==> src/rtl/extender_pipe_r1.sv <==
// extender_pipe_r1
// Multi-lane, multi-mode immediate extender followed by a STAGES-deep
// valid/ready register pipeline. Sits between instruction decode and the
// operand-select muxes.
//
// Extension modes (sampled per transfer, applied to every lane):
//   0 zero-extend, 1 sign-extend, 2 upper placement (lane << OUT-IN),
//   3 sign-extend then shift left SHIFT, with per-lane overflow flag.
//
// Ports:
//   clk        rising-edge clock
//   rst        asynchronous active-high reset
//   en_n       active-low global enable; high freezes every register
//   flush      synchronous clear of all stage valids (priority over load)
//   in_valid   / in_ready   upstream handshake
//   mode       extension mode for this transfer
//   dataIn     DEPTH packed lanes of IN_WIDTH bits
//   out_valid  / out_ready  downstream handshake
//   dataOut    DEPTH packed lanes of OUT_WIDTH bits
//   ovf        per-lane overflow for mode 3, 0 otherwise
//
// Handshake: a transfer happens on a rising edge where valid and ready are
// both high. Once out_valid is high, dataOut/ovf stay stable until the
// transfer completes. ready is combinational back through the stages, so a
// full pipeline accepts and emits in the same cycle when out_ready is high.
module extender_pipe_r1 #(
  parameter int IN_WIDTH  = 16,
  parameter int OUT_WIDTH = 32,
  parameter int DEPTH     = 1,
  parameter int STAGES    = 1,
  parameter int SHIFT     = 2
) (
  input  logic                         clk,
  input  logic                         rst,
  input  logic                         en_n,
  input  logic                         flush,
  input  logic                         in_valid,
  output logic                         in_ready,
  input  logic [1:0]                   mode,
  input  logic [DEPTH*IN_WIDTH-1:0]    dataIn,
  output logic                         out_valid,
  input  logic                         out_ready,
  output logic [DEPTH*OUT_WIDTH-1:0]   dataOut,
  output logic [DEPTH-1:0]             ovf
);

  localparam int EXT_W = OUT_WIDTH + SHIFT;
  localparam int PAD_W = OUT_WIDTH - IN_WIDTH;

  logic [DEPTH*OUT_WIDTH-1:0] ext_data;
  logic [DEPTH-1:0]           ext_ovf;

  // Combinational extension ahead of stage 0.
  always_comb begin
    logic [IN_WIDTH-1:0] lane;
    logic [EXT_W-1:0]    sext;
    logic [EXT_W-1:0]    s;
    ext_data = '0;
    ext_ovf  = '0;
    lane     = '0;
    sext     = '0;
    s        = '0;
    for (int i = 0; i < DEPTH; i++) begin
      lane = dataIn[i*IN_WIDTH +: IN_WIDTH];
      sext = {{(EXT_W-IN_WIDTH){lane[IN_WIDTH-1]}}, lane};
      s    = sext << SHIFT;
      case (mode)
        2'd0: ext_data[i*OUT_WIDTH +: OUT_WIDTH] = {{PAD_W{1'b0}}, lane};
        2'd1: ext_data[i*OUT_WIDTH +: OUT_WIDTH] = sext[OUT_WIDTH-1:0];
        2'd2: ext_data[i*OUT_WIDTH +: OUT_WIDTH] = {lane, {PAD_W{1'b0}}};
        default: begin
          ext_data[i*OUT_WIDTH +: OUT_WIDTH] = s[OUT_WIDTH-1:0];
          // Overflow when any bit shifted past the output MSB disagrees
          // with the retained sign bit. Empty loop when SHIFT is 0.
          for (int j = OUT_WIDTH; j < EXT_W; j++) begin
            if (s[j] != s[OUT_WIDTH-1]) ext_ovf[i] = 1'b1;
          end
        end
      endcase
    end
  end

  logic [STAGES-1:0]          v;
  logic [STAGES-1:0]          rdy;
  logic [DEPTH*OUT_WIDTH-1:0] data_q [STAGES];
  logic [DEPTH-1:0]           ovf_q  [STAGES];

  // rdy[k] = ~v[k] | rdy[k+1], with out_ready beyond the last stage;
  // unrolled as a running OR to keep it a plain combinational chain.
  always_comb begin
    logic acc;
    acc = out_ready;
    rdy = '0;
    for (int k = STAGES-1; k >= 0; k--) begin
      acc    = acc | ~v[k];
      rdy[k] = acc;
    end
  end

  assign in_ready = ~en_n & ~flush & rdy[0];

  always_ff @(posedge clk or posedge rst) begin
    if (rst) begin
      v <= '0;
      for (int k = 0; k < STAGES; k++) begin
        data_q[k] <= '0;
        ovf_q[k]  <= '0;
      end
    end else if (!en_n) begin
      if (flush) begin
        v <= '0;
      end else begin
        if (rdy[0]) begin
          v[0] <= in_valid;
          if (in_valid) begin
            data_q[0] <= ext_data;
            ovf_q[0]  <= ext_ovf;
          end
        end
        for (int k = 1; k < STAGES; k++) begin
          if (rdy[k]) begin
            v[k] <= v[k-1];
            if (v[k-1]) begin
              data_q[k] <= data_q[k-1];
              ovf_q[k]  <= ovf_q[k-1];
            end
          end
        end
      end
    end
  end

  assign out_valid = v[STAGES-1];
  assign dataOut   = data_q[STAGES-1];
  assign ovf       = ovf_q[STAGES-1];

endmodule

==> config.mk <==
export PLATFORM = sky130hd
export DESIGN_NAME = extender_pipe_r1
export DESIGN_NICKNAME = d
export VERILOG_FILES = /design/src/rtl/extender_pipe_r1.sv
export SDC_FILE = /design/constraint.sdc
export NUM_CORES = 1
export LEC_CHECK = 0
export ABC_CLOCK_PERIOD_IN_PS = 1550
export CAP_MARGIN = 25
export CORE_MARGIN = 5
export CORE_UTILIZATION = 40
export DETAILED_ROUTE_END_ITERATION = 6
export PLACE_DENSITY_LB_ADDON = 0.08
export SLEW_MARGIN = 10
export SYNTH_ARGS = -nofsm -noshare
export SYNTH_HDL_FRONTEND = slang
export SYNTH_SLANG_ARGS = --single-unit
==> constraint.sdc <==
create_clock -name clk -period 1.55 [get_ports clk]
set_input_delay 0.155 -clock clk [delete_from_list [all_inputs] [get_ports clk]]
set_output_delay 0.155 -clock clk [all_outputs]
set_load 0.02 [all_outputs]
# After elaboration in Yosys (flattened, before gate mapping)
# Index checks and enable logic that the tools add are counted.
# Widths: inputs -> output; s select.
# classes
div,0
shifts,0
n_bitwise,6
mul,0
n_lt_le_gt_ge,0
eq_ne,2
n_mux,3
n_addsub,0
reduce_logical,4
# op_table
cell,count
$pmux 32 s3,1
$reduce_and 4->1,1
$not 1->1,3
$and 1x1->1,2
$eq 2x1->1 const B,1
$eq 2x2->1 const B,1
$logic_not 2->1,1
$mux 1,2
$reduce_and 2->1,1
$reduce_bool 2->1,1
$or 1x1->1,1
# totals
word_cells,17
regBits,33
rom_bits,0
ram_bits,0
latchBits,0
in_bits,24
memories,0

# Depth between registers and ports, before layout
# logic_depth
ltp_word,4
depth_mapped,4
depth_no_buf,3

# Worst setup path after synthesis
# Ideal clock, no wire load.
# synth_timing
path_kind,reg-to-reg
from,register v (netlist: out_valid)
to,"register data_q, in the netlist dataOut[0]"
n_path_buf,1
slack_ns,-0.059
setup_time_ns,0.125
synth_period_minus_slack_ns,1.609
stages_incl_launch_ff,5
arrival_ns,1.485
cell_sequence,dfrtp_1 -> nor2b_4 -> nor4b_4 -> buf_4 -> mux2_2
# synth_between
elab_chain_cells,3
# synth_rtl
element,line,source
from (decl),83,logic [STAGES-1:0] v;
"from (signal, indexed assignment)",122,v[k] <= v[k-1];
$not 1->1,95,acc = acc | ~v[k];
$or 1x1->1,95,
$reduce_and 4->1 (no line),n/a,
"to (signal, indexed assignment)",124,data_q[k] <= data_q[k-1];
to (decl),85,logic [DEPTH*OUT_WIDTH-1:0] data_q [STAGES];
# Every way passes these cells.
# A chain may end at the register's enable or synchronous reset.

# Worst setup path in the final report
# layout_timing
from,register v (netlist: out_valid)
to,"register data_q, in the netlist dataOut[1]"
# Same word-level chain as after synthesis.

==> impl_results.md <==
* Result of the run: completed
* Critical path class: flip-flop to flip-flop
* Commonest cells after routing, fill and taps aside: sky130_fd_sc_hd__clkdlybuf4s50_1, sky130_fd_sc_hd__dfrtp_1, sky130_fd_sc_hd__inv_1
* Proportion of power drawn by the clock network at 0.272
* Final HPWL from detailed placement at between 2 and 3 mm
* Critical Path Start Type: flip-flop
* Sequential fraction of design power at 0.376
* Post-synthesis cell count at 136
* Shortest clock period the worst path allows after layout at 1.499 ns
* Vertical die dimension at between 70 and 80 µm
* Remaining Overflow, GRT at 0
* GR Util All Layers at 0.1506
* Number of cells on the worst reg-to-reg path at 4
* Core utilization of the finished layout at 0.6185
* Number of buffers added for setup after CTS at 0
* Class of the tightest hold or removal check: input port to asynchronous set/reset pin
* Layout net count at 231
* Synthesized area per cell at 11.71 µm²
* Total negative slack at 0 ns
* Switching component of the power at around 0.94 mW
* Syn. warnings at 0
* Post-Synthesis Net Count at 160
* Cell variety after synth at 18
* Count of max-cap constraint violations at 0
* Peak supply drop at roughly 0.63 mV
* Worst hold slack after final layout at 0.2533 ns
* Die Outline Area at between 5000 and 6000 µm²
* Total number of placement rows at 23
* DRC viols at 0
* Setup repair after global routing missed its margin: true
* Switching share of power at 0.3037
* Critical-path maximum fanout at 23
* Routed Wire Length at ~3.8 mm
* Count of nets left with antenna violations after detail routing at 0
* CTS H-tree lvls at 2
* TritonCTS buffer count at 5
* Core Footprint at between 3000 and 4000 µm²
* Clock buffer depth at 2
* Layout overhead on the synthesized area at 53.10%
* Iteration count of the initial detailed-routing pass at 4
* Fin. max-slew vios at 0
* Via count of the routed design at around 1300
* Vias in the first global route at approximately 1200
* Antenna violations before repair at 0
* Most common cell after layout, fill and taps aside: sky130_fd_sc_hd__clkdlybuf4s50_1
* Diodes inserted at 0
* IO Port Bufs at 57
* Period utilization at 0.9669
* CTS Hold Buffers Added at 0
* Routed via count divided by cell count at around 4.9
* Flip-flop and latch count after synthesis at 33
* Clock tree from TritonCTS: yes
* Power density normalized to cell area at around 1300 nW/µm²
* CTS clock-pin slew for the worst setup and hold paths at 0.07 ns
* Combinational group share of total power at 0.353
* Final hold violation count at 0
* Leakage Power at around 1.1 nW
* Per-cell routed wire length at between 10 and 15 µm
* Floorplan die width at 73.10 µm
* Layout cell share with drive strength beyond 1 at 0.1971
* Fmax at 667.3 MHz
* Portion of the post-synthesis area used by sequential elements at 0.5185
* Maximum number of pins on one net before global-route repair at 34
* Required time at the endpoint of the critical path at approximately 1.7 ns
* Number of top-level pins at 59
* Clock insertion delay at the later pin of the skew report at slightly below 0.3 ns
* Starting DRT DRC Count at a little over 70
* Global-route wire length before repair at 6.051 mm
* Initial core utilization at 0.4040
* Internal power at about 2.2 mW
* Final Wtd Congestion at between 0.8 and 0.9
* Final Skew at between 0.006 and 0.007 ns
* Type of element capturing the critical path: flip-flop
* Clk Tree Root Cell: sky130_fd_sc_hd__clkbuf_8
* Arrival time at the worst endpoint at around 1.7 ns
* Setup-failing EPs final at 0
* CTS Sinks at 33
* Post-Synthesis Cell Area at between 1500 and 2000 µm²
[what timing repair did]
action	CTS	global route
resized for setup	1	1
endpoints found under the hold margin	0	0
setup endpoints to repair	1	1
[final cells by class]
type | instances | area [µm²]
fillers | 308 | 1504
inverters | 19 | 71.32
repair buffers | 72 | 698.2
clock buffers | 7 | 86.33
flip-flops and latches | 33 | 827.0
well taps | 50 | 62.56
clock inverters | 1 | 30.03
multi-input cells | 76 | 663.1
[power groups by stage]
| stage | sequential (mW) | clock, mW | combinational [mW] |
|---|---|---|---|
| 5_1_grt | 1.19 | 0.909 | 1.17 |
| 4_1_cts | 1.17 | 0.860 | 1.11 |
| 2_1_floorplan | 1.42 | 0 | 0.295 |
| 3_5_place_dp | 1.18 | 0 | 1.11 |
| 3_3_place_gp | 1.18 | 0 | 1.10 |
| 6_report | 1.17 | 0.844 | 1.10 |
[state kept, by name, indices dropped and copies added (netlist names)]
register	flops
dataOut	32
out_valid	1
[logic make-up (layout without fill, tap and decap cells)]
group / after synthesis / after routing / share of synthesized area
AOI/OAI and AO/OA: 33 / 33 / 0.1359
muxes: 33 / 33 / 0.2199
buffers and inverters: 27 / 99 / 0.07463
and+or+nand+nor: 9 / 9 / 0.04869
DFF: 33 / 33 / 0.5185
other: 1 / 1 / 0.002354
[per-stage QoR]
stage | cells | total power [mW] | setup WS (ns) | cell area (µm²)
6_report | 258 | 3.106 | 0.05132 | 2439
5_1_grt | 258 | 3.268 | -0.001843 | 2439
4_1_cts | 258 | 3.142 | 0.03701 | 2435
3_5_place_dp | 250 | 2.290 | -0.1802 | 2320
3_3_place_gp | 250 | 2.273 | -0.1463 | 2320
2_1_floorplan | 136 | 1.712 | -0.02864 | 1617
[critical path: stages (launching register included)]
cell,delay (ns)
sky130_fd_sc_hd__dfrtp_2,0.41
sky130_fd_sc_hd__nor2b_4,0.14
sky130_fd_sc_hd__nor4b_4,0.26
sky130_fd_sc_hd__buf_12,0.22
sky130_fd_sc_hd__mux2_2,0.35
[cells in the mapped netlist, drive strengths merged]
cell type,instances,share of area
and2,2,0.0079
inv,19,0.045
a22o,13,0.071
nor4b,1,0.015
conb,1,0.0024
a22oi,1,0.0047
nor3,1,0.0031
nand2,1,0.0024
a21oi,17,0.053
buf,6,0.025
mux2i,17,0.11
mux2,16,0.11
o21ai,2,0.0063
nor2b,4,0.020
clkbuf,2,0.0047
dfrtp,33,0.52
[path summary, 6_finish.rpt]
check                             from     endpoint  slack (ns)
setup / recovery             out_valid   dataOut[1]        0.05
hold / removal                     rst   dataOut[3]        0.25
setup reg to reg             out_valid   dataOut[1]        0.05
hold reg to reg            dataOut[15]  dataOut[15]        0.51
max in group asynchronous          rst    out_valid        0.97
min in group clk           dataOut[15]  dataOut[15]        0.51
[per-layer routing]
layer / routed length (µm) / vias up / track usage
met2: 1741 / 41 / 0.2264
met4: 59 / 0 / 0.05533
met3: 283 / 6 / 0.04821
met5: 0 / - / 0
li1: - / 608 / -
met1: 1752 / 615 / 0.2023
Power figures use the tool's default switching activity.
